`config.mk`:
```
export PLATFORM = sky130hd
export DESIGN_NAME = tag_retire_tracker_flat
export DESIGN_NICKNAME = d
export VERILOG_FILES = /design/src/rtl/tag_retire_tracker_if.sv /design/src/rtl/tag_retire_tracker.sv /design/src/flat_wrapper.sv
export SDC_FILE = /design/constraint.sdc
export NUM_CORES = 1
export LEC_CHECK = 0
export CORE_ASPECT_RATIO = 1.4
export CORE_MARGIN = 5
export CORE_UTILIZATION = 62
export DETAILED_ROUTE_END_ITERATION = 16
export PLACE_DENSITY = 0.81
export SLEW_MARGIN = 20
export SYNTH_ARGS = -nofsm -noshare
export SYNTH_HDL_FRONTEND = slang
export SYNTH_SLANG_ARGS = --single-unit
```
`constraint.sdc`:
```
create_clock -name clk -period 14.5 [get_ports clk]
set_clock_uncertainty 0.05 [all_clocks]
set_input_delay 2.9 -clock clk [delete_from_list [all_inputs] [get_ports clk]]
set_output_delay 2.9 -clock clk [all_outputs]
set_load 0.05 [all_outputs]
```
`src/rtl/tag_retire_tracker_if.sv`:
```
// Bundle of the configuration, write-back and status signals for tag_retire_tracker.
// The master side drives cfg/wb/clear; the slave side (the tracker) drives the status outputs.
`ifndef NTAG
`define NTAG 8
`endif
`ifndef NTAGW
`define NTAGW 3
`endif

interface tag_retire_tracker_if #(
   parameter int NTAGW = `NTAGW,
   parameter int CNTW  = 16
);
   logic             cfg_valid;
   logic [NTAGW-1:0] cfg_tag;
   logic [CNTW-1:0]  cfg_count;
   logic             wb0_valid;
   logic [NTAGW-1:0] wb0_tag;
   logic             wb1_valid;
   logic [NTAGW-1:0] wb1_tag;
   logic             clear;
   logic [NTAGW-1:0] current_tag;
   logic             all_done;
   logic             err;
   logic [31:0]      stall_cycles;

   modport master (
      output cfg_valid, cfg_tag, cfg_count,
      output wb0_valid, wb0_tag, wb1_valid, wb1_tag, clear,
      input  current_tag, all_done, err, stall_cycles
   );

   modport slave (
      input  cfg_valid, cfg_tag, cfg_count,
      input  wb0_valid, wb0_tag, wb1_valid, wb1_tag, clear,
      output current_tag, all_done, err, stall_cycles
   );
endinterface

```
`src/rtl/tag_retire_tracker.sv`:
```
// In-order tag retirement: counts write-backs per tag and advances current_tag when the head completes.
// Optional stall statistics counter enabled by defining TAG_TRACKER_STATS_EN.
`ifndef NTAG
`define NTAG 8
`endif
`ifndef NTAGW
`define NTAGW 3
`endif

module tag_retire_tracker #(
   parameter int NTAG  = `NTAG,
   parameter int NTAGW = `NTAGW,
   parameter int CNTW  = 16
) (
   input logic                clk,
   input logic                rst,
   tag_retire_tracker_if.slave bus
);
   localparam logic [NTAGW-1:0] LAST = NTAGW'(NTAG - 1);

   logic [CNTW-1:0]  exp_q  [NTAG];
   logic [CNTW-1:0]  exp_d  [NTAG];
   logic [CNTW-1:0]  done_q [NTAG];
   logic [CNTW-1:0]  done_d [NTAG];
   logic [NTAG-1:0]  cfgd_q, cfgd_d;
   logic [NTAGW-1:0] cur_q, cur_d;
   logic             err_q, err_d;
   logic             retire;
   logic             all_done;

   assign all_done = (cur_q == LAST);
   assign retire   = cfgd_q[cur_q] && (done_q[cur_q] == exp_q[cur_q]) && !all_done;

   always_comb begin
      logic [NTAGW-1:0] tt;
      logic             hit0, hit1;
      logic [1:0]       inc;
      logic [CNTW:0]    sum;
      exp_d  = exp_q;
      done_d = done_q;
      cfgd_d = cfgd_q;
      cur_d  = cur_q;
      err_d  = err_q;
      tt     = '0;
      hit0   = 1'b0;
      hit1   = 1'b0;
      inc    = '0;
      sum    = '0;

      // A cfg for an already-retired tag is stale and dropped; a repeat cfg still overwrites.
      if (bus.cfg_valid) begin
         if (bus.cfg_tag < cur_q) begin
            err_d = 1'b1;
         end else begin
            if (cfgd_q[bus.cfg_tag]) err_d = 1'b1;
            exp_d[bus.cfg_tag]  = bus.cfg_count;
            cfgd_d[bus.cfg_tag] = 1'b1;
         end
      end

      if (bus.wb0_valid && (bus.wb0_tag < cur_q || bus.wb0_tag == LAST)) err_d = 1'b1;
      if (bus.wb1_valid && (bus.wb1_tag < cur_q || bus.wb1_tag == LAST)) err_d = 1'b1;

      for (int t = 0; t < NTAG; t++) begin
         tt   = NTAGW'(t);
         hit0 = bus.wb0_valid && (bus.wb0_tag == tt) && (tt >= cur_q) && (tt != LAST);
         hit1 = bus.wb1_valid && (bus.wb1_tag == tt) && (tt >= cur_q) && (tt != LAST);
         inc  = {1'b0, hit0} + {1'b0, hit1};
         sum  = '0;
         if (inc != 2'd0) begin
            sum = {1'b0, done_q[t]} + (CNTW+1)'(inc);
            if (sum[CNTW]) begin
               err_d = 1'b1;
            end else begin
               done_d[t] = sum[CNTW-1:0];
               if (cfgd_d[t] && (sum[CNTW-1:0] > exp_d[t])) err_d = 1'b1;
            end
         end
      end

      // Retiring the head wipes its entry, so a write-back landing on it this cycle is lost.
      if (retire) begin
         cur_d          = cur_q + 1'b1;
         exp_d[cur_q]   = '0;
         done_d[cur_q]  = '0;
         cfgd_d[cur_q]  = 1'b0;
         if ((bus.wb0_valid && bus.wb0_tag == cur_q) ||
             (bus.wb1_valid && bus.wb1_tag == cur_q)) err_d = 1'b1;
      end
   end

   always_ff @(posedge clk) begin
      if (rst || bus.clear) begin
         for (int t = 0; t < NTAG; t++) begin
            exp_q[t]  <= '0;
            done_q[t] <= '0;
         end
         cfgd_q <= '0;
         cur_q  <= '0;
         err_q  <= rst ? 1'b0 : err_q;
      end else begin
         exp_q  <= exp_d;
         done_q <= done_d;
         cfgd_q <= cfgd_d;
         cur_q  <= cur_d;
         err_q  <= err_d;
      end
   end

   assign bus.current_tag = cur_q;
   assign bus.all_done    = all_done;
   assign bus.err         = err_q;

`ifdef TAG_TRACKER_STATS_EN
   logic [31:0] stall_q;

   // Counts cycles where the head is configured but still waiting on write-backs.
   always_ff @(posedge clk) begin
      if (rst || bus.clear) begin
         stall_q <= '0;
      end else if (cfgd_q[cur_q] && !retire && !all_done && (stall_q != 32'hFFFF_FFFF)) begin
         stall_q <= stall_q + 32'd1;
      end
   end

   assign bus.stall_cycles = stall_q;
`else
   assign bus.stall_cycles = '0;
`endif
endmodule
```
`src/flat_wrapper.sv`:
```
// flat-port wrapper written by rule: the top's interface ports become plain ports
module tag_retire_tracker_flat 
#(
   parameter int NTAG  = `NTAG,
   parameter int NTAGW = `NTAGW,
   parameter int CNTW  = 16
)
  (clk, rst, bus_cfg_valid, bus_cfg_tag, bus_cfg_count, bus_wb0_valid, bus_wb0_tag, bus_wb1_valid, bus_wb1_tag, bus_clear, bus_current_tag, bus_all_done, bus_err, bus_stall_cycles);
  tag_retire_tracker_if #(.NTAGW(NTAGW), .CNTW(CNTW)) bus_i ();
  input logic clk;
  input logic rst;
  input wire logic [$bits(bus_i.cfg_valid)-1:0] bus_cfg_valid;
  input wire logic [$bits(bus_i.cfg_tag)-1:0] bus_cfg_tag;
  input wire logic [$bits(bus_i.cfg_count)-1:0] bus_cfg_count;
  input wire logic [$bits(bus_i.wb0_valid)-1:0] bus_wb0_valid;
  input wire logic [$bits(bus_i.wb0_tag)-1:0] bus_wb0_tag;
  input wire logic [$bits(bus_i.wb1_valid)-1:0] bus_wb1_valid;
  input wire logic [$bits(bus_i.wb1_tag)-1:0] bus_wb1_tag;
  input wire logic [$bits(bus_i.clear)-1:0] bus_clear;
  output wire logic [$bits(bus_i.current_tag)-1:0] bus_current_tag;
  output wire logic [$bits(bus_i.all_done)-1:0] bus_all_done;
  output wire logic [$bits(bus_i.err)-1:0] bus_err;
  output wire logic [$bits(bus_i.stall_cycles)-1:0] bus_stall_cycles;
  assign bus_i.cfg_valid = bus_cfg_valid;
  assign bus_i.cfg_tag = bus_cfg_tag;
  assign bus_i.cfg_count = bus_cfg_count;
  assign bus_i.wb0_valid = bus_wb0_valid;
  assign bus_i.wb0_tag = bus_wb0_tag;
  assign bus_i.wb1_valid = bus_wb1_valid;
  assign bus_i.wb1_tag = bus_wb1_tag;
  assign bus_i.clear = bus_clear;
  assign bus_current_tag = bus_i.current_tag;
  assign bus_all_done = bus_i.all_done;
  assign bus_err = bus_i.err;
  assign bus_stall_cycles = bus_i.stall_cycles;
  tag_retire_tracker #(.NTAG(NTAG), .NTAGW(NTAGW), .CNTW(CNTW)) u_core (.clk(clk), .rst(rst), .bus(bus_i));
endmodule
```
==> impl_metrics.toml <==
[layout]
layout_common_cells = "dfxtp_1, nor3_1, mux2i_1"
layout.nets = 2214
drive_gt1_share_pct = 9.624
final_area_um2 = 19900
post-route-util_pct = 66.49
final_common_cell = "dfxtp_1"
area_delta_synth_final_pct = 6.259

[synth]
ys_ff_latch = 268
synth_warnings = 0
synthAdderAreaFrac_pct = 10.90
yosysSeqAreaShare_pct = 28.70
syn-cell-area_um2 = 18730
yosysTopAreaCell = "dfxtp_1"
synthFlopType = "dfxtp_1"
yosysTopAreaCellShare_pct = 28.54
synth_cell_type_count = 83
postSynthCellCount = 2074
ys_async_sr_fraction_pct = 0
netlist_top_cells_area = "dfxtp_1, ha_1, mux2i_1, nor3_1, xor2_1"
synth_compound_area_share_pct = 9.927
synth-simple-area-share_pct = 21.02
synth_edf_count = 1
synth_top_family_by_area = "simple AND/OR/NAND/NOR gates"
synth_xor_xnor_area_share_pct = 8.604
synthMuxAreaShare_pct = 14.01
avgSynthCellArea_um2 = 9.031

[clock_network]
cts_buffers = 29
h-tree-depth = 1
path_clk_slew_ns = 0.07
cts.hold.buffers_added = 0
cts_sinks = 268
cts_tree = "done"
cts.path.max_buffers = 3
cts_resized = 0
root_buffer = "clkbuf_16"
cts_setup_buffers = 0
clkLatencyLatePin_ns = 0.58

[grt]
gr-total-overflow = 0
antenna_found_initial = 1
grt_util_all_layers_pct = 36.78
grt_pass1_vias = 15835
grt_pass1_wl_um = 95030
grt_start_max_net_pins = 91

[power]
power_density_nw_per_um2 = 87.02
irDropWorstVdd_v = 0.00009326
p_sw_uw = 445.4
pwr-share-comb_pct = 8.7
total_power_uw = 1732
internal_power_uw = 1286
pwr-share-clk_pct = 48.2
leakage_uw = 0.008000
switching_share_pct = 25.72
seqPwrFrac_pct = 43.1

[worst_setup_path]
worst_path_max_delay_cell = "nor4_1"
path_class = "input pin to flop"
crit_required_ns = 14.75
crit_path_end_kind = "flop"
crit_arrival_ns = 8.45
critPathMaxStageDelay_ns = 0.69
cp_cell_sequence = "clkdlybuf4s50_1 -> nand2b_1 -> nor3_1 -> ha_1 -> ha_1 -> inv_1 -> fa_1 -> nand3b_1 -> nor4_1 -> and2_1 -> nand4_1 -> xnor2_1 -> ha_1 -> nand4_1 -> nor4_1 -> a211oi_1 -> o31ai_1 -> o2111ai_1 -> nor4_1 -> o2bb2ai_1"
critPathLaunchType = "input pin"
crit_fanout = 6

[outcome]
outcome = "finished, final reports clean"

[detailed_routing]
routed-via-count = 16303
avgRoutedWirePerCell_um = 26.33
vias_per_cell = 6.701
drt_pass1_iterations = 5
wl_um = 64060
drt-initial-drc-count = 1636
ant_nets = 0
drc = 0

[timing]
worst_pin_slew_ns = 1.089
rsz0062_at_grt = "no"
fin_crit_ns = 8.206
setup_violations = 0
hold_viol = 0
finalCritPeriodShare_pct = 56.59
slew_viol_final = 0
relSlewSlack_pct = 27.38
fmax_mhz = 121.9
fin_tns_setup_ns = 0

[floorplanning]
die-height_um = 215.7
io_pins = 68
fp.dieArea_um2 = 33840
initial_core_util_pct = 62.57
core-area_um2 = 29940
rows = 75
fp.dieW_um = 156.9

[place]
hpwlAfterDp_um = 47040
finalWeightedCongestion = 1.029
place_area_um2 = 18840
portBuffers = 35

[hold_path]
hold_class = "flop to flop"

[job]
cap_violations = 0
==> worst max-delay path: cells and delay by family <==
kind / cells / cell delay [ns]
XOR/XNOR: 1 / 0.19
AO/OA/AOI/OAI: 4 / 0.67
adder cells (fa/ha/maj): 4 / 1.13
buffers and inverters: 2 / 0.55
AND/OR/NAND/NOR: 9 / 2.99
==> final cells by class <==
| class | instances | area, µm² |
|---|---|---|
| multi-input combinational | 1613 | 12240 |
| antenna | 1 | 2.502 |
| timing repair buffer | 60 | 545.5 |
| inverter | 52 | 195.2 |
| fill | 2419 | 10030 |
| clock buffer | 33 | 760.7 |
| tap | 385 | 481.7 |
| sequential | 268 | 5384 |
| clock inverter | 21 | 297.8 |
==> power by group through the flow <==
| stage | combinational, µW | sequential [µW] | clock, µW |
|---|---|---|---|
| 2_1_floorplan | 107 | 761 | 0 |
| 3_3_place_gp | 143 | 762 | 0 |
| 3_5_place_dp | 145 | 762 | 0 |
| 4_1_cts | 146 | 746 | 840 |
| 5_1_grt | 158 | 746 | 869 |
| 6_report | 150 | 746 | 836 |
==> stage by stage <==
stage	setup slack [ns]	hold slack, ns	cells
2_1_floorplan	7.331	0.3562	2105
3_3_place_gp	5.970	0.3626	2377
3_5_place_dp	5.841	0.3693	2378
5_1_grt	5.862	0.3952	2432
6_report	6.295	0.3797	2433
4_1_cts	6.424	0.3789	2432
==> worst paths after layout <==
kind | from | end | slack (ns) | depth (start not counted)
max | bus_wb1_tag[1] | u_core.bus.err | 6.29 | 20
min | u_core.done_q[15] | u_core.done_q[15] | 0.38 | 2
max reg2reg | u_core.bus.current_tag[1] | u_core.bus.err | 7.90 | 21
min reg2reg | u_core.done_q[15] | u_core.done_q[15] | 0.38 | 2
==> kinds of logic after synthesis <==
| family | count (synthesis) |
|---|---|
| compound gates | 268 |
| xor+xnor | 184 |
| fa+ha+maj | 159 |
| buf+inv | 224 |
| flops | 268 |
| mux | 224 |
| other cells | 1 |
| simple gates | 746 |
==> state kept, by name, indices dropped and copies added, names as in the netlist <==
signal / count
u_core.bus.current_tag: 3
u_core.done_q: 128
u_core.cfgd_q: 8
u_core.bus.err: 1
u_core.exp_q: 128
==> routing by layer <==
metal  vias to the layer above  global-route usage [%]  wire length (µm)
li1                       7303                       -                 -
met1                      7789                   42.35             22790
met2                       909                   57.35             28240
met3                       302                   7.154              5545
met4                         0                   32.36              7487
met5                         -                       0                 0
==> Yosys cell counts (all sizes together) (36+ instances only) <==
master	instances
dfxtp	267
xor2	93
nand4	39
ha	152
nor3	251
nor2	131
mux2i	172
a21oi	53
xnor2	91
buf	109
o21ai	46
nand2	158
nand3	49
inv	51
a21o	36
clkbuf	58
No activity file was read; power rests on OpenSTA's default activity.
